$ cat config.mk
export PLATFORM = sky130hd
export DESIGN_NAME = master_bus_arbiter
export DESIGN_NICKNAME = d
export VERILOG_FILES = /design/src/rtl/master_bus_arbiter.sv
export SDC_FILE = /design/constraint.sdc
export NUM_CORES = 1
export LEC_CHECK = 0
export ABC_AREA = 1
export BUFFER_PORTS_ARGS = -buffer_cell sky130_fd_sc_hd__buf_4
export CAP_MARGIN = 20
export CORE_ASPECT_RATIO = 0.9
export CORE_MARGIN = 10
export CORE_UTILIZATION = 25
export CTS_BUF_LIST = sky130_fd_sc_hd__clkbuf_4 sky130_fd_sc_hd__clkbuf_8
export DETAILED_ROUTE_END_ITERATION = 8
export PLACE_DENSITY = 0.9
export SYNTH_ARGS = -nofsm -noshare
export SYNTH_HDL_FRONTEND = slang
export SYNTH_SLANG_ARGS = --single-unit
$ cat constraint.sdc
create_clock -name clk -period 1.6 [get_ports clk]
set_clock_uncertainty 0.2 [all_clocks]
set_input_delay 0.32 -clock clk [delete_from_list [all_inputs] [get_ports clk]]
set_output_delay 0.32 -clock clk [all_outputs]
set_load 0.02 [all_outputs]
$ cat src/rtl/master_bus_arbiter.sv
// ============================================================================
// master_bus_arbiter : N-master to one-slave bus arbiter (round-robin/fixed)
// Revision: 1.0
// ============================================================================
`default_nettype none

module master_bus_arbiter #(
  parameter int NUM_MASTERS    = 2,
  parameter int ROUND_ROBIN    = 1,
  parameter int TIMEOUT_CYCLES = 0,
  parameter int CMD_W          = 32,
  parameter int RES_W          = 32,
  localparam int IDX_W         = $clog2(NUM_MASTERS)
) (
  input  logic                                clk,
  input  logic                                rst,
  input  logic [NUM_MASTERS-1:0]              masterReq,
  input  logic [NUM_MASTERS-1:0][CMD_W-1:0]   masterCmd,
  output logic [NUM_MASTERS-1:0][RES_W-1:0]   masterResult,
  output logic [NUM_MASTERS-1:0]              masterDone,
  output logic [CMD_W-1:0]                    commonCmd,
  input  logic [RES_W-1:0]                    commonResult,
  input  logic                                commonDone,
  output logic                                grantValid,
  output logic [IDX_W-1:0]                    grantIdx
  ,
  output logic                                timeoutErr
);

  localparam int                CNT_W    = (TIMEOUT_CYCLES > 0) ? $clog2(TIMEOUT_CYCLES + 1) : 1;
  localparam logic [CNT_W-1:0]  C_TMO_LAST = CNT_W'((TIMEOUT_CYCLES > 0) ? (TIMEOUT_CYCLES - 1) : 0);
  localparam logic [IDX_W:0]    C_NUM    = (IDX_W + 1)'(NUM_MASTERS);
  localparam logic [IDX_W-1:0]  C_LAST_IDX = IDX_W'(NUM_MASTERS - 1);

  typedef enum logic [0:0] {
    IDLE = 1'b0,
    BUSY = 1'b1
  } state_e;

  state_e              state_q;
  logic [IDX_W-1:0]    grantIdx_q;
  logic [IDX_W-1:0]    rrPtr_q;
  logic [CNT_W-1:0]    cnt_q;

  logic [IDX_W-1:0]    grantIdx_d;
  logic [IDX_W-1:0]    rrPtr_d;
  logic [IDX_W:0]      w_base;
  logic [IDX_W:0]      w_cand;
  logic                w_found;
  logic                w_busy;
  logic                w_tmo;
  logic                w_end;

  // Search upward from the base index with wrap; fixed priority always starts at 0.
  always_comb begin
    grantIdx_d = '0;
    w_found    = 1'b0;
    w_cand     = '0;
    w_base     = (ROUND_ROBIN != 0) ? {1'b0, rrPtr_q} : '0;
    for (int i = 0; i < NUM_MASTERS; i++) begin
      w_cand = w_base + (IDX_W + 1)'(i);
      if (w_cand >= C_NUM) begin
        w_cand = w_cand - C_NUM;
      end
      if (!w_found && masterReq[w_cand[IDX_W-1:0]]) begin
        w_found    = 1'b1;
        grantIdx_d = w_cand[IDX_W-1:0];
      end
    end
  end

  assign rrPtr_d = (grantIdx_q == C_LAST_IDX) ? '0 : grantIdx_q + 1'b1;
  assign w_busy  = (state_q == BUSY);
  // A real completion in the same cycle takes precedence over the timeout.
  assign w_tmo   = (TIMEOUT_CYCLES > 0) && w_busy && !commonDone && (cnt_q == C_TMO_LAST);
  assign w_end   = w_busy && (commonDone || w_tmo);

  always_ff @(posedge clk or posedge rst) begin
    if (rst) begin
      state_q    <= IDLE;
      grantIdx_q <= '0;
      rrPtr_q    <= '0;
      cnt_q      <= '0;
    end else begin
      case (state_q)
        IDLE: begin
          if (|masterReq) begin
            state_q    <= BUSY;
            grantIdx_q <= grantIdx_d;
            cnt_q      <= '0;
          end
        end
        BUSY: begin
          if (w_end) begin
            state_q <= IDLE;
            rrPtr_q <= rrPtr_d;
          end else begin
            cnt_q <= cnt_q + 1'b1;
          end
        end
        default: state_q <= IDLE;
      endcase
    end
  end

  assign grantValid = w_busy;
  assign grantIdx   = grantIdx_q;
  assign timeoutErr = w_tmo;
  assign commonCmd  = w_busy ? masterCmd[grantIdx_q] : '0;

  always_comb begin
    masterDone   = '0;
    masterResult = '0;
    if (w_end) begin
      masterDone[grantIdx_q] = 1'b1;
    end
    for (int i = 0; i < NUM_MASTERS; i++) begin
      if (w_busy && !w_tmo && (grantIdx_q == IDX_W'(i))) begin
        masterResult[i] = commonResult;
      end
    end
  end

endmodule

`default_nettype wire

Word-level counts from Yosys, hierarchy flattened
Index checks and enable logic that the tools add are counted.

Register bits: 3. Input bits: 101. Output and inout bits: 101. Logic and storage cells: 45.

$add $sub $neg: 4. Order comparisons: 6. Muxes and demuxes: 21. Bitwise operators: 2. Reduce and logical (&&, ||, !) cells: 9.

Operators by type and width (number): 32-bit two-way mux (5); 1-bit two-way mux (13); 1-bit by 2-bit < comparator with 1-bit output (second input constant) (3); 1-bit logical AND (5); 2-bit AND reduction (2); 1-bit by 1-bit adder with 2-bit output (second input constant) (1); 1-bit by 2-bit >= comparator with 1-bit output (second input constant) (1); 2-bit >= comparator (second input constant) (1); 2-bit two-way mux (1); 1-bit NOT (2); 1-bit case mux with 2 select lines (1); 2-bit OR reduction (1); 1-bit subtractor (second input constant) (2); 1-bit adder (second input constant) (1); 1-bit demux with 1-bit select (1); 1-bit >= comparator (second input constant) (1); 1-bit logical NOT (1).

Depth between registers and ports, before layout
Depth after elaboration: 8. Mapped depth: 6. Depth with buffers taken out: 4.

Least setup slack after synthesis
OpenSTA, ideal clock, no wires.

Path type: register to output. Start point: register state_q (netlist: grantValid). End point: output masterResult[33] (netlist name). Arrival: 1.177 ns. Data required time: 1.080 ns. Setup slack: -0.097 ns. Cell stages (with the launch flop): 5. Buffers on the path: 2. Cells stage by stage: dfrtp_1 -> buf_4 -> nand2_4 -> buf_2 -> nor2_1.

RTL lines: start, declared (line 40) `state_e state_q;`; start signal, assigned (line 80) `state_q <= IDLE;`; start signal, assigned (line 88) `state_q <= BUSY;`; start signal, assigned (line 95) `state_q <= IDLE;`; end, declared (line 19) `output logic [NUM_MASTERS-1:0][RES_W-1:0] masterResult,`.

Worst setup path after layout
Start point: register state_q (netlist: grantValid). End point: output commonCmd[12].

Word-level cells in the longest chain between the ends: 1.

Ends and longest elaborated chain: 32-bit two-way mux (line 109) `assign commonCmd = w_busy ? masterCmd[grantIdx_q] : '0;`; end, declared (line 21) `output logic [CMD_W-1:0] commonCmd,`.

No other way between the ends.

==> flow_metrics.tcl <==
set metrics [dict create \
    run_status "finished, violations left" \
    violations "setup timing" \
    fp.dieW_um 88.3 \
    wl_per_cell_um 19.8 \
    synth_area_um2 1050 \
    clockRootBuffer "clkbuf_8" \
    port_buffers 200 \
    grt_antenna_before_repair 0 \
    fmax_mhz 542 \
    cp.arrival_ps 1320 \
    clk_latency_ps 220 \
    rsz0062_at_grt "true" \
    syn2layout_area_growth_pct 223 \
    r2r_cells 6 \
    cp-end-kind "output port" \
    syn_inst 230 \
    final_nets 534 \
    syn_nets 331 \
    routed_wl_um 9490 \
    synth_cell_types 15 \
    start_util 0.257 \
    place_congestion 0.824 \
    reg2reg_slack_ps 200 \
    holdWs_ps 141 \
    ios 202 \
    num_rows 22 \
    dieArea_um2 7190 \
    critPathLaunchType "flop" \
    drtIter0Drc 103 \
    holdPathStages 2 \
    drv_slew 0 \
    ys_ff_latch 3 \
    ir_drop_mv 1.03 \
    ant_nets 0 \
    grt_pass1_wl_um 10100 \
    cp.required_ps 1080 \
    clock-sinks 3 \
    hp-class "input pin to flop" \
    hold_violations 0 \
    multi_input_area_um2 1010 \
    fin_crit_sh 1.15 \
    grt_max_degree 36 \
    cts_tree "built" \
    cts_max_level 1 \
    drc 0 \
    via_per_inst 4.80 \
    first_pass_iters 4 \
    die_y_um 81.4 \
    p_leak_nw 1.90 \
    dp_hpwl_um 6240 \
    diodes 0 \
    use_met2 0.356 \
    grt.total_usage 0.176 \
    path_class "flop to output port" \
    drv_cap 0 \
    gr-max-usage-layer "met2" \
    cp_max_fo 32 \
    clock_path_buffers 2 \
    regArea_um2 77.6 \
    period_needed_ps 1840 \
    avgSynthCellArea_um2 4.56 \
    grt_pass1_vias 2016 \
    fin_setup_tns_ps -16800 \
    num-fill-cells 253 \
    gr-total-overflow 0 \
    gr-usage-met1 0.169 \
    cts_made_buffers 3 \
    drive_gt1_frac 0.657 \
    clk_pin_slew_ps 30 \
    core-area_um2 4070 \
    setup_viol 100 \
    vias 2304 \
    layout_setup_ws_ps -245 \
    yosysSeqAreaShare 0.0716 \
    gr-usage-met3 0.0584 \
    synth_warnings 0 \
    power_density_nw_per_um2 1380 \
]
[synthesized netlist by cell type]
cell,number,share of area
a21oi_1,1,0.0048
buf_2,9,0.043
buf_4,5,0.036
buf_8,3,0.043
conb_1,1,0.0036
dfrtp_1,3,0.072
inv_1,35,0.13
inv_2,1,0.0036
inv_4,1,0.0060
nand2_1,68,0.24
nand2_2,1,0.0060
nand2_4,1,0.011
nand3_1,33,0.16
nor2_1,66,0.24
o21ai_0,2,0.0095
[layout by cell type, fill, tap and decap left out, drive strengths merged]
cell type,synthesis,final
clkbuf,0,8
a21oi,1,1
nand2,70,70
nand3,33,33
inv,37,36
dlygate4sd3,0,1
clkinv,0,1
buf,17,210
conb,1,1
dfrtp,3,3
nor2,66,66
o21ai,2,2
[critical path, cell delays in order, from the launching register on]
cell	delay [ps]
dfrtp_2	400
buf_12	150
nand2_8	130
inv_12	80
nand2_1	90
nand2_1	80
buf_4	160
[layer usage]
metal / part of all wire / routed length (um)
met4: 0.019 / 178
met5: 0 / 0
met3: 0.096 / 915
met1: 0.31 / 2960
met2: 0.57 / 5440
[worst paths after layout]
path | endpoint | from
worst max-delay path | commonCmd[12] | grantValid$_DFF_PP0_
worst min-delay path | grantValid$_DFF_PP0_ | commonDone
worst max register to register | grantIdx$_DFFE_PP0P_ | grantValid$_DFF_PP0_
worst min register to register | rrPtr_q$_DFFE_PP0P_ | rrPtr_q$_DFFE_PP0P_
max in group asynchronous | grantValid$_DFF_PP0_ | rst
min in group asynchronous | rrPtr_q$_DFFE_PP0P_ | rst
[state kept, by name, indices dropped and copies added, names as in the netlist]
register / count
rrPtr_q: 1
grantIdx: 1
grantValid: 1
[cells by family (layout without fill, tap and decap cells)]
| logic type | count (synthesis) | count (layout) | share of synthesized area |
|---|---|---|---|
| other cells | 1 | 1 | 0.00358 |
| simple gates | 169 | 169 | 0.654 |
| buf+inv | 54 | 256 | 0.257 |
| flops | 3 | 3 | 0.0716 |
| compound gates | 3 | 3 | 0.0143 |
[power by group]
group	total, mW	internal (mW)	switching [mW]
Clock	0.244	0.187	0.0568
Combinational	4.27	1.89	2.38
Sequential	0.151	0.111	0.0408
Total	4.67	2.19	2.47
[layout make-up]
| type | instances | area share |
|---|---|---|
| clock buffers | 4 | 0.0144 |
| inverters | 37 | 0.0462 |
| multi-input cells | 173 | 0.299 |
| flip-flops and latches | 3 | 0.0229 |
| well taps | 48 | 0.0177 |
| repair buffers | 215 | 0.600 |
[what timing repair did]
item | in CTS | in global routing
hold endpoints to repair | 3 | 0
endpoints found under the setup margin | 98 | 99
buffers inserted | 1 | 1
gates resized for setup | 10 | 118
hold buffers | 1 | 0
gates cloned | 1 | 5
[through the flow]
| step | std cells | utilization | cell area (um2) | worst slack, ps | power (mW) |
|---|---|---|---|---|---|
| floorplan | 230 | - | 1160 | -80.7 | 2.01 |
| global placement | 467 | 0.662 | 2700 | 42.0 | 3.38 |
| detailed placement | 467 | 0.662 | 2700 | 4.40 | 3.41 |
| CTS | 474 | 0.692 | 2820 | -172 | 3.78 |
| global route | 480 | 0.832 | 3390 | -263 | 4.90 |
| finish | 480 | 0.832 | 3390 | -245 | 4.67 |
Note: power is estimated with default switching activity, not from simulation.
